**config.mk**
```make
export PLATFORM = sky130hd
export DESIGN_NAME = memory_stage
export DESIGN_NICKNAME = d
export VERILOG_FILES = /design/src/rtl/memory_stage.sv
export SDC_FILE = /design/constraint.sdc
export NUM_CORES = 1
export LEC_CHECK = 0
export CAP_MARGIN = 20
export CORE_AREA = 2 2 310 312
export CTS_BUF_LIST = sky130_fd_sc_hd__clkbuf_4
export DETAILED_ROUTE_END_ITERATION = 8
export DIE_AREA = 0 0 312 314
export GPL_ROUTABILITY_DRIVEN = 1
export PLACE_DENSITY = 0.57
export SETUP_SLACK_MARGIN = 0.15
export SLEW_MARGIN = 20
export SYNTH_ARGS = -nofsm -noshare
export SYNTH_HDL_FRONTEND = slang
export SYNTH_SLANG_ARGS = --single-unit
```
**constraint.sdc**
```tcl
create_clock -name i_clk -period 2.8 [get_ports i_clk]
set_input_delay 0.56 -clock i_clk [delete_from_list [all_inputs] [get_ports i_clk]]
set_output_delay 0.56 -clock i_clk [all_outputs]
set_load 0.005 [all_outputs]
```
**src/rtl/memory_stage.sv**
```systemverilog
// memory_stage: RV64 MEM stage with req/ack data bus, load extension and BEQ redirect
module memory_stage #(
  parameter int XLEN        = 64,
  parameter int TIMEOUT_CYC = 16
) (
  input  logic            i_clk,
  input  logic            i_rst_n,
  input  logic            i_valid,
  input  logic [31:0]     i_instruction,
  input  logic [XLEN-1:0] i_pc,
  input  logic [XLEN-1:0] i_alu_result,
  input  logic            i_alu_zero,
  input  logic [XLEN-1:0] i_jmp_addr,
  input  logic [XLEN-1:0] i_rs2_value,
  input  logic            i_branch,
  input  logic            i_mem_write,
  input  logic            i_mem_read,
  input  logic            i_mem_to_reg,
  input  logic            i_reg_write,
  output logic            o_stall,
  output logic            o_dmem_req,
  output logic            o_dmem_we,
  output logic [XLEN-1:0] o_dmem_addr,
  output logic [XLEN-1:0] o_dmem_wdata,
  output logic [7:0]      o_dmem_wstrb,
  input  logic            i_dmem_ack,
  input  logic [XLEN-1:0] i_dmem_rdata,
  output logic            o_pc_src,
  output logic [XLEN-1:0] o_branch_target,
  output logic            o_valid,
  output logic [31:0]     o_instruction,
  output logic [XLEN-1:0] o_pc,
  output logic [XLEN-1:0] o_alu_result,
  output logic [XLEN-1:0] o_mem_data,
  output logic [4:0]      o_rd,
  output logic            o_mem_to_reg,
  output logic            o_reg_write,
  output logic            o_fault
);
  localparam int CW = $clog2(TIMEOUT_CYC + 1);
  typedef enum logic {S_IDLE, S_WAIT} state_t;
  state_t          state_q, state_d;
  logic [CW-1:0]   cnt_q, cnt_d;
  logic            req_q, req_d, we_q, we_d;
  logic [XLEN-1:0] addr_q, addr_d, wdata_q, wdata_d;
  logic [7:0]      wstrb_q, wstrb_d;
  logic [31:0]     lat_instr_q, lat_instr_d;
  logic [XLEN-1:0] lat_pc_q, lat_pc_d, lat_addr_q, lat_addr_d;
  logic            lat_m2r_q, lat_m2r_d, lat_rw_q, lat_rw_d, lat_ld_q, lat_ld_d;
  logic            valid_q, valid_d, rw_q, rw_d, m2r_q, m2r_d;
  logic            fault_q, fault_d, pc_src_q, pc_src_d;
  logic [31:0]     instr_q, instr_d;
  logic [XLEN-1:0] pc_q, pc_d, alu_q, alu_d, mem_data_q, mem_data_d, target_q, target_d;
  logic [2:0]      f3, lane, lf3;
  logic [7:0]      mask;
  logic            is_mem, misal, tmo, done, stall;
  logic [XLEN-1:0] sh, ext;
  assign f3     = i_instruction[14:12];
  assign lane   = i_alu_result[2:0];
  assign is_mem = i_valid & (i_mem_read | i_mem_write);
  // funct3=111 has no access width, so it is rejected like a misaligned access
  assign misal  = (f3 == 3'b111) | ((f3[1:0] == 2'd1) & lane[0]) |
                  ((f3[1:0] == 2'd2) & (|lane[1:0])) | ((f3[1:0] == 2'd3) & (|lane));
  assign mask   = (f3[1:0] == 2'd0) ? 8'h01 : (f3[1:0] == 2'd1) ? 8'h03 :
                  (f3[1:0] == 2'd2) ? 8'h0F : 8'hFF;
  assign lf3    = lat_instr_q[14:12];
  assign sh     = i_dmem_rdata >> {lat_addr_q[2:0], 3'b000};
  assign ext    = (lf3 == 3'b000) ? {{(XLEN-8){sh[7]}}, sh[7:0]} :
                  (lf3 == 3'b001) ? {{(XLEN-16){sh[15]}}, sh[15:0]} :
                  (lf3 == 3'b010) ? {{(XLEN-32){sh[31]}}, sh[31:0]} :
                  (lf3 == 3'b100) ? {{(XLEN-8){1'b0}}, sh[7:0]} :
                  (lf3 == 3'b101) ? {{(XLEN-16){1'b0}}, sh[15:0]} :
                  (lf3 == 3'b110) ? {{(XLEN-32){1'b0}}, sh[31:0]} : sh;
  assign tmo    = cnt_q == CW'(TIMEOUT_CYC - 1);
  assign done   = i_dmem_ack | tmo;
  // Next state: launch aligned accesses, retire non-mem/faulting ops, finish on ack or timeout
  always_comb begin
    state_d     = state_q;
    cnt_d       = cnt_q;
    req_d       = req_q;
    we_d        = we_q;
    addr_d      = addr_q;
    wdata_d     = wdata_q;
    wstrb_d     = wstrb_q;
    lat_instr_d = lat_instr_q;
    lat_pc_d    = lat_pc_q;
    lat_addr_d  = lat_addr_q;
    lat_m2r_d   = lat_m2r_q;
    lat_rw_d    = lat_rw_q;
    lat_ld_d    = lat_ld_q;
    valid_d     = 1'b0;
    rw_d        = 1'b0;
    fault_d     = 1'b0;
    pc_src_d    = 1'b0;
    mem_data_d  = '0;
    m2r_d       = m2r_q;
    instr_d     = instr_q;
    pc_d        = pc_q;
    alu_d       = alu_q;
    target_d    = target_q;
    stall       = 1'b0;
    if (state_q == S_IDLE) begin
      if (is_mem & ~misal) begin
        stall       = 1'b1;
        state_d     = S_WAIT;
        cnt_d       = '0;
        req_d       = 1'b1;
        we_d        = i_mem_write;
        addr_d      = {i_alu_result[XLEN-1:3], 3'b000};
        wdata_d     = i_rs2_value << {lane, 3'b000};
        wstrb_d     = mask << lane;
        lat_instr_d = i_instruction;
        lat_pc_d    = i_pc;
        lat_addr_d  = i_alu_result;
        lat_m2r_d   = i_mem_to_reg;
        lat_rw_d    = i_reg_write;
        lat_ld_d    = i_mem_read;
      end else begin
        valid_d  = i_valid;
        rw_d     = i_valid & i_reg_write & ~is_mem;
        fault_d  = is_mem;
        pc_src_d = i_valid & i_branch & i_alu_zero & ~is_mem;
        target_d = i_jmp_addr;
        m2r_d    = i_mem_to_reg;
        instr_d  = i_instruction;
        pc_d     = i_pc;
        alu_d    = i_alu_result;
      end
    end else begin
      stall = ~done;
      cnt_d = done ? '0 : cnt_q + 1'b1;
      if (done) begin
        state_d    = S_IDLE;
        req_d      = 1'b0;
        valid_d    = 1'b1;
        rw_d       = i_dmem_ack & lat_rw_q;
        fault_d    = ~i_dmem_ack;
        mem_data_d = (i_dmem_ack & lat_ld_q) ? ext : '0;
        m2r_d      = lat_m2r_q;
        instr_d    = lat_instr_q;
        pc_d       = lat_pc_q;
        alu_d      = lat_addr_q;
      end
    end
  end
  // State, bus and writeback registers; reset clears everything and drops any pending request
  always_ff @(posedge i_clk or negedge i_rst_n) begin
    if (!i_rst_n) begin
      state_q     <= S_IDLE;
      cnt_q       <= '0;
      req_q       <= 1'b0;
      we_q        <= 1'b0;
      addr_q      <= '0;
      wdata_q     <= '0;
      wstrb_q     <= '0;
      lat_instr_q <= '0;
      lat_pc_q    <= '0;
      lat_addr_q  <= '0;
      lat_m2r_q   <= 1'b0;
      lat_rw_q    <= 1'b0;
      lat_ld_q    <= 1'b0;
      valid_q     <= 1'b0;
      rw_q        <= 1'b0;
      m2r_q       <= 1'b0;
      fault_q     <= 1'b0;
      pc_src_q    <= 1'b0;
      instr_q     <= '0;
      pc_q        <= '0;
      alu_q       <= '0;
      mem_data_q  <= '0;
      target_q    <= '0;
    end else begin
      state_q     <= state_d;
      cnt_q       <= cnt_d;
      req_q       <= req_d;
      we_q        <= we_d;
      addr_q      <= addr_d;
      wdata_q     <= wdata_d;
      wstrb_q     <= wstrb_d;
      lat_instr_q <= lat_instr_d;
      lat_pc_q    <= lat_pc_d;
      lat_addr_q  <= lat_addr_d;
      lat_m2r_q   <= lat_m2r_d;
      lat_rw_q    <= lat_rw_d;
      lat_ld_q    <= lat_ld_d;
      valid_q     <= valid_d;
      rw_q        <= rw_d;
      m2r_q       <= m2r_d;
      fault_q     <= fault_d;
      pc_src_q    <= pc_src_d;
      instr_q     <= instr_d;
      pc_q        <= pc_d;
      alu_q       <= alu_d;
      mem_data_q  <= mem_data_d;
      target_q    <= target_d;
    end
  end
  assign o_stall         = stall & i_rst_n;
  assign o_dmem_req      = req_q;
  assign o_dmem_we       = we_q;
  assign o_dmem_addr     = addr_q;
  assign o_dmem_wdata    = wdata_q;
  assign o_dmem_wstrb    = wstrb_q;
  assign o_pc_src        = pc_src_q;
  assign o_branch_target = target_q;
  assign o_valid         = valid_q;
  assign o_instruction   = instr_q;
  assign o_pc            = pc_q;
  assign o_alu_result    = alu_q;
  assign o_mem_data      = mem_data_q;
  assign o_rd            = instr_q[11:7];
  assign o_mem_to_reg    = m2r_q;
  assign o_reg_write     = rw_q;
  assign o_fault         = fault_q;
endmodule

```
==> impl_metrics.csv, run 1 <==
group,metric,value,unit
clock_tree,clk-insertion-delay-late,1.03,ns
setup_path,cp-start-kind,"flip-flop",
run_status,violations,"negative setup slack",
setup_path,critPathCaptureType,"output pin",
floorplan,ios,799,
timing,timing.max_slew.rel_slack,39.18,%
place,dp_worst_setup_slack,-0.1762,ns
yosys,postSynthAreaPerCell,11.53,um^2
global_route,antenna_found_initial,11,
route,drt_pass1_iterations,4,
final_layout,n_fill_cell,9412,
setup_path,crit_path_max_incr_delay,0.38,ns
pwr,switchingPower,8.295,mW
clock_tree,cts_htree_levels,4,
run_status,status,"finished, violations left",
clock_tree,clock-root-buffer,"clkbuf_4",
setup_path,critPathArrivalTime,2.46,ns
floorplan,starting_utilization_of_the_core_area,26.47,%
route,routed_wirelength,95710,um
pwr,switching_share,31.68,%
timing,clock.fmax,0.3309,GHz
clock_tree,cts_made_buffers,162,
yosys,asr_flop_ratio_synth,100.0,%
route,postRouteAntennaNets,0,
global_route,globalRoute.totalOverflow,0,
route,post_dr_vias_cell,4.605,
pwr,seq_power_share,39.6,%
setup_path,path_buf_inv,1,
timing,tcrit_tclk_final,107.9,%
timing,setup_viol,1,
setup_path,classification_of_the_worst_setup_path,"reg -> out",
place,placedCellCount,4103,
yosys,synth_warn,0,
final_layout,layout_common_cells,"558 x clkdlybuf4s50_1, 530 x dfrtp_1, 274 x mux2_2",
pwr,comb_power_share,30.6,%
pwr,share_clk_of_total_power,29.8,%
yosys,synth_cell_types,48,
pwr,p_per_area,697.9,mW/mm^2
pwr,intPower,17.89,mW
setup_path,crit_path_start,"cnt_q[0]",
setup_path,cp_slowest_cell,"dfrtp_1",
final_layout,finish.cell_count_without_fillers,4526,
place,port_buffers,795,
yosys,dominant_register_cell_in_the_synthesized_netlist,"dfrtp_1",
final_layout,nets,3505,
floorplan,die_height,314,um
yosys,area_fraction_of_the_dominant_cell_type_after_synthesis,53.66,%
yosys,synth_edf_count,0,
global_route,grt_pass1_vias,21760,
timing,final_number_of_max_transition_violations,0,
hold_path,timing.hold.worst.class,"in -> reg",
setup_path,cp_cell_sequence,"ha_2 -> and3_4 -> ha_4 -> nor2_4 -> and2_4 -> a31oi_4 -> nor2b_1 -> buf_4",
timing,final.min_clock_period,3.022,ns
setup_path,critical-path-top-delay-family,"simple AND/OR/NAND/NOR gates",
final_layout,syn2layout_area_growth,50.13,%
floorplan,die_w,312,um
floorplan,num_rows,113,
final_layout,final_layout_size_suffix_gt1_share,22.05,%
timing,slew_worst_pin,0.9124,ns
route,drtIter0Drc,1129,
global_route,groute.usage.overall,18.99,%
yosys,synth.top_cells.by_area,"dfrtp_1 54%, mux2_2 12%, mux2i_1 8.2%",
timing,setup_ws,-0.2221,ns
route,num_vias,20840,
floorplan,fp.dieArea,0.09797,mm^2
global_route,grt_first_pass_wirelength,139700,um
yosys,synth_seq_cells,536,
setup_path,rr_startpoint,"cnt_q[0]",
yosys,syn-instance-count,2168,
final_layout,layout_commonest_cell,"clkdlybuf4s50_1",
setup_path,cp_data_required_time,2.24,ns
clock_tree,clock-sinks,536,
yosys,synth_top_cell_by_area,"dfrtp_1",
clock_tree,cts.clk_slew.worst_paths,0.06,ns
place,place.gp.congestion,0.8816,
timing,hold_viol,0,
floorplan,placeableCoreArea,0.09445,mm^2
yosys,yosysSeqAreaShare,53.66,%
route,post_drt_wl_per_cell,21.15,um
setup_path,crit_path_max_fanout,2,
timing,finClkSkew,0.05356,ns
timing,finalSetupTns,-0.2221,ns
pwr,peak_supply_drop,0.3670,mV
place,placed_cell_area,0.03432,mm^2
hold_path,min-delay-start,"i_pc[46]",
place,dpl_wire_length,68680,um
yosys,synth.cell_area,0.02500,mm^2
clock_tree,cts_tree,"done",
run,drv.max_cap_violation_count,0,
pwr,power_leakage,16.25,nW
clock_tree,clock_tree.buffer_depth,3,
timing,unrepaired_setup_endpoints_after_global_routing,"true",
final_layout,design_area,0.03753,mm^2
global_route,grt_start_max_net_pins,165,
route,drt_drc_violations_left,0,
cell usage after synthesis (6+ instances only):
cell type,instances
o31ai_1,22
or3_1,8
buf_4,78
nor2b_1,26
buf_1,11
buf_6,12
o32ai_1,7
nor3_1,7
o31ai_2,7
o211ai_1,10
mux2i_1,206
nor2_1,221
buf_2,72
a21oi_1,256
nand2_1,142
nand2b_1,6
o21a_1,9
clkbuf_1,52
dfrtp_1,536
nand3_1,16
o21ai_0,78
mux4_2,30
inv_1,15
a211oi_1,30
mux2_2,274
final timing paths:
| path | cells after the start | slack [ns] | end |
|---|---|---|---|
| setup reg to reg | 11 | 0.38 | o_instruction[24] |
| hold reg to reg | 2 | 0.47 | o_dmem_wstrb[3] |
| min in group asynchronous | 3 | 0.30 | lat_instr_q[31] |
| setup / recovery | 8 | -0.22 | o_stall |
| hold / removal | 2 | 0.20 | lat_pc_q[46] |
| max in group asynchronous | 4 | 1.55 | lat_addr_q[20] |
worst register-to-register path: cells and delay by family (launching register included):
| family | cells | cell delay, ns |
|---|---|---|
| buffers and inverters | 3 | 0.90 |
| adder cells (fa/ha/maj) | 2 | 0.33 |
| flip-flops | 1 | 0.35 |
| AO/OA/AOI/OAI | 2 | 0.30 |
| AND/OR/NAND/NOR | 4 | 0.48 |
metal layers:
metal,share of wire [%],vias to the layer above,GRT usage (%)
met4,3.5,6,8.326
met2,49,714,31.73
met5,0.034,-,0
met3,6.4,176,5.586
li1,-,9619,-
met1,41,10330,22.67
through the flow:
step	hold WS, ns	util, %	total power, mW
5_1_grt	0.03515	39.73	27.79
6_report	0.1974	39.73	26.19
2_1_floorplan	0.2644	-	14.25
3_3_place_gp	0.4611	36.33	18.69
3_5_place_dp	0.4649	36.33	18.79
4_1_cts	0.000005329	39.61	26.58
repair_timing:
| item | in CTS | in global routing |
|---|---|---|
| resized for setup | 247 | 5 |
| endpoints found under the setup margin | 239 | 56 |
| buffers inserted | 23 | 3 |
| cloned | 0 | 2 |
| hold buffers | 111 | 0 |
| endpoints found under the hold margin | 608 | 0 |
| pin swaps | 3 | 3 |
power by group through the flow:
stage,combinational (mW),clock [mW],sequential (mW)
floorplan,3.93,0,10.3
global placement,8.21,0,10.5
detailed placement,8.26,0,10.5
CTS,8.02,8.18,10.4
global route,8.59,8.61,10.6
finish,8.00,7.81,10.4
cells by family (layout without fill, tap and decap cells):
logic type	Yosys count	count (layout)	share of synthesized area, %
DFF	536	536	53.66
muxes	510	510	23.30
AOI/OAI and AO/OA	440	440	10.14
and+or+nand+nor	438	438	7.278
buffers and inverters	241	1323	5.511
adders and majority gates	2	2	0.1001
other	1	12	0.01500
final cells by class:
| class | instances | area [um^2] | share of cell area [%] |
|---|---|---|---|
| repair buffers | 1032 | 10110 | 26.93 |
| clock buffers | 241 | 1809 | 4.821 |
| inverters | 16 | 60.06 | 0.1600 |
| diodes | 9 | 22.52 | 0.06002 |
| multi-input cells | 1393 | 10270 | 27.37 |
| well taps | 1265 | 1583 | 4.218 |
| flip-flops and latches | 536 | 13430 | 35.78 |
| clock inverters | 34 | 249.0 | 0.6635 |
Power figures use the tool's default switching activity.
==> run 2, diff against run 1 <==
--- a/config.mk
+++ b/config.mk
@@ -11,5 +11,5 @@
 export DETAILED_ROUTE_END_ITERATION = 8
 export DIE_AREA = 0 0 312 314
-export GPL_ROUTABILITY_DRIVEN = 1
+export GPL_ROUTABILITY_DRIVEN = 0
 export PLACE_DENSITY = 0.57
 export SETUP_SLACK_MARGIN = 0.15
==> constraint.sdc (replaced) <==
create_clock -name i_clk -period 2.8 [get_ports i_clk]
set_input_delay 0.84 -clock i_clk [delete_from_list [all_inputs] [get_ports i_clk]]
set_output_delay 0.84 -clock i_clk [all_outputs]
set_load 0.005 [all_outputs]
==> impl_metrics.csv, run 2 (same netlist as run 1, synthesis figures left out) <==
group,metric,value,unit
global_route,grt_pass1_vias,20860,
place,placed_cell_area,0.03476,mm^2
route,postRouteAntennaNets,0,
setup_path,critPathCaptureType,"output pin",
pwr,power_leakage,16.12,nW
timing,setup_viol,1,
final_layout,layout_commonest_cell,"dfrtp_1",
timing,hold_viol,0,
final_layout,n_fill_cell,9570,
route,drt_pass1_iterations,5,
place,port_buffers,795,
clock_tree,clock-root-buffer,"clkbuf_4",
final_layout,design_area,0.03679,mm^2
hold_path,timing.hold.worst.class,"in -> reg",
route,post_dr_vias_cell,4.587,
setup_path,rr_startpoint,"state_q",
route,drt_drc_violations_left,0,
run_status,violations,"negative setup slack",
run,drv.max_cap_violation_count,0,
timing,clock.fmax,0.2982,GHz
timing,setup_ws,-0.5537,ns
global_route,antenna_found_initial,10,
final_layout,final_core_utilization,38.95,%
final_layout,syn2layout_area_growth,47.18,%
place,dpl_wire_length,66930,um
timing,tcrit_tclk_final,119.8,%
timing,slew_worst_pin,1.072,ns
final_layout,final_layout_size_suffix_gt1_share,27.89,%
setup_path,crit_path_start,"cnt_q[1]",
route,drtIter0Drc,1299,
global_route,grt_first_pass_wirelength,135100,um
setup_path,cp_slowest_cell,"dfrtp_1",
global_route,grt_start_max_net_pins,257,
clock_tree,cts_tree,"done",
clock_tree,cts.clk_slew.worst_paths,0.06,ns
global_route,groute.usage.overall,18.29,%
timing,finalSetupTns,-0.5537,ns
hold_path,min-delay-start,"i_branch",
final_layout,layout_common_cells,"529 x dfrtp_1, 357 x clkdlybuf4s50_1, 274 x mux2_2",
setup_path,reg2reg_slack,0.36,ns
clock_tree,cts_made_buffers,159,
floorplan,die_height,314,um
clock_tree,clock-sinks,536,
timing,timing.max_slew.rel_slack,28.54,%
timing,unrepaired_setup_endpoints_after_global_routing,"true",
setup_path,cp_cell_sequence,"ha_2 -> and3_4 -> ha_4 -> nor2_4 -> and2_4 -> a31oi_4 -> nor2b_4 -> buf_2",
clock_tree,clock_tree.buffer_depth,3,
setup_path,cp-start-kind,"flip-flop",
setup_path,critPathArrivalTime,2.51,ns
floorplan,num_rows,113,
clock_tree,clk-insertion-delay-late,1.03,ns
final_layout,register_area,0.01343,mm^2
pwr,peak_supply_drop,0.3785,mV
timing,final_number_of_max_transition_violations,0,
final_layout,nets,3455,
setup_path,cp_data_required_time,1.96,ns
clock_tree,cts_htree_levels,4,
timing,final.min_clock_period,3.354,ns
pwr,p_per_area,702.2,mW/mm^2
global_route,globalRoute.totalOverflow,0,
floorplan,starting_utilization_of_the_core_area,26.47,%
setup_path,crit_path_max_incr_delay,0.38,ns
floorplan,fp.dieArea,0.09797,mm^2
floorplan,placeableCoreArea,0.09445,mm^2
setup_path,classification_of_the_worst_setup_path,"reg -> out",
route,routed_wirelength,92650,um
route,num_vias,20530,
timing,finClkSkew,0.04732,ns
final_layout,multiInputGateArea,0.01028,mm^2
run_status,status,"finished, violations left",
floorplan,die_w,312,um
floorplan,ios,799,
setup_path,crit_path_max_fanout,2,
route,post_drt_wl_per_cell,20.70,um
==> run 2: changes by cell type in the layout (fill, tap and decap cells not counted), sizes merged, moves of 15 or more <==
| cell | change |
|---|---|
| clkdlybuf4s15 | +270 |
| clkdlybuf4s50 | -201 |
| dlygate4sd2 | -142 |
| buf | +139 |
| dlygate4sd3 | -110 |
| clkbuf | -15 |
==> run 2: worst paths after layout <==
| path | to | cells after the start |
|---|---|---|
| worst max-delay path | o_stall | 8 |
| worst min-delay path | o_pc_src | 3 |
| worst max register to register | o_alu_result[57] | 5 |
| worst min register to register | o_dmem_wdata[4] | 2 |
| max in group asynchronous | lat_pc_q[36] | 4 |
| min in group asynchronous | o_instruction[21] | 3 |
==> run 2: where the power goes <==
| group | internal, mW | switching, mW | total [mW] | leakage, nW |
|---|---|---|---|---|
| sequential | 9.37 | 0.964 | 10.3 | 6.51 |
| combinational | 4.16 | 3.72 | 7.88 | 8.45 |
| clock | 3.99 | 3.63 | 7.62 | 1.16 |
==> run 2: per-layer routing <==
metal  part of all wire, %  track usage (%)  wire, um
met3                   6.7            5.468      6231
met2                    49            30.47     45730
met4                   3.8            8.435      3525
met5                 0.047                0        44
met1                    40            21.72     37120
==> run 2: cell type report <==
type / count / share of cell area, %
Clock buffer: 227 / 4.632
Tap cell: 1265 / 4.302
Multi-Input combinational cell: 1393 / 27.95
Inverter: 16 / 0.1633
Timing Repair Buffer: 985 / 25.63
Sequential cell: 536 / 36.50
Antenna cell: 12 / 0.08163
Clock inverter: 41 / 0.7380
==> run 2: worst max-delay path, delay by kind of cell, from the launching register on <==
family	cells	cell delay (ns)
AOI/OAI and AO/OA	1	0.05
adders and majority gates	2	0.34
buffers and inverters	1	0.14
DFF	1	0.38
and+or+nand+nor	4	0.58
==> run 2: metrics by stage <==
| stage | hold slack (ns) | setup slack [ns] | std cells | total power, mW |
|---|---|---|---|---|
| finish | 0.3721 | -0.5537 | 4475 | 25.83 |
| global route | 0.2563 | -0.7941 | 4474 | 27.42 |
| CTS | 0.2228 | -0.8095 | 4460 | 26.27 |
| detailed placement | 0.4630 | -0.8427 | 4146 | 18.84 |
| global placement | 0.4609 | -0.8398 | 4146 | 18.76 |
| floorplan | 0.4375 | 0.1555 | 2170 | 14.26 |
==> run 2: timing repair <==
action | 4_1_cts | 5_1_grt
hold buffers | 1 | 0
endpoints found under the setup margin | 542 | 130
cloned | 0 | 1
setup buffers | 45 | 2
resized for setup | 995 | 1
pin swaps | 4 | 3
endpoints found under the hold margin | 35 | 0
==> run 3, diff against run 2 <==
Settings changed: CTS_CLUSTER_DIAMETER set to 150.
==> results of run 3 <==
Same layout as run 2: the final DEF is identical, and so are final timing and power.
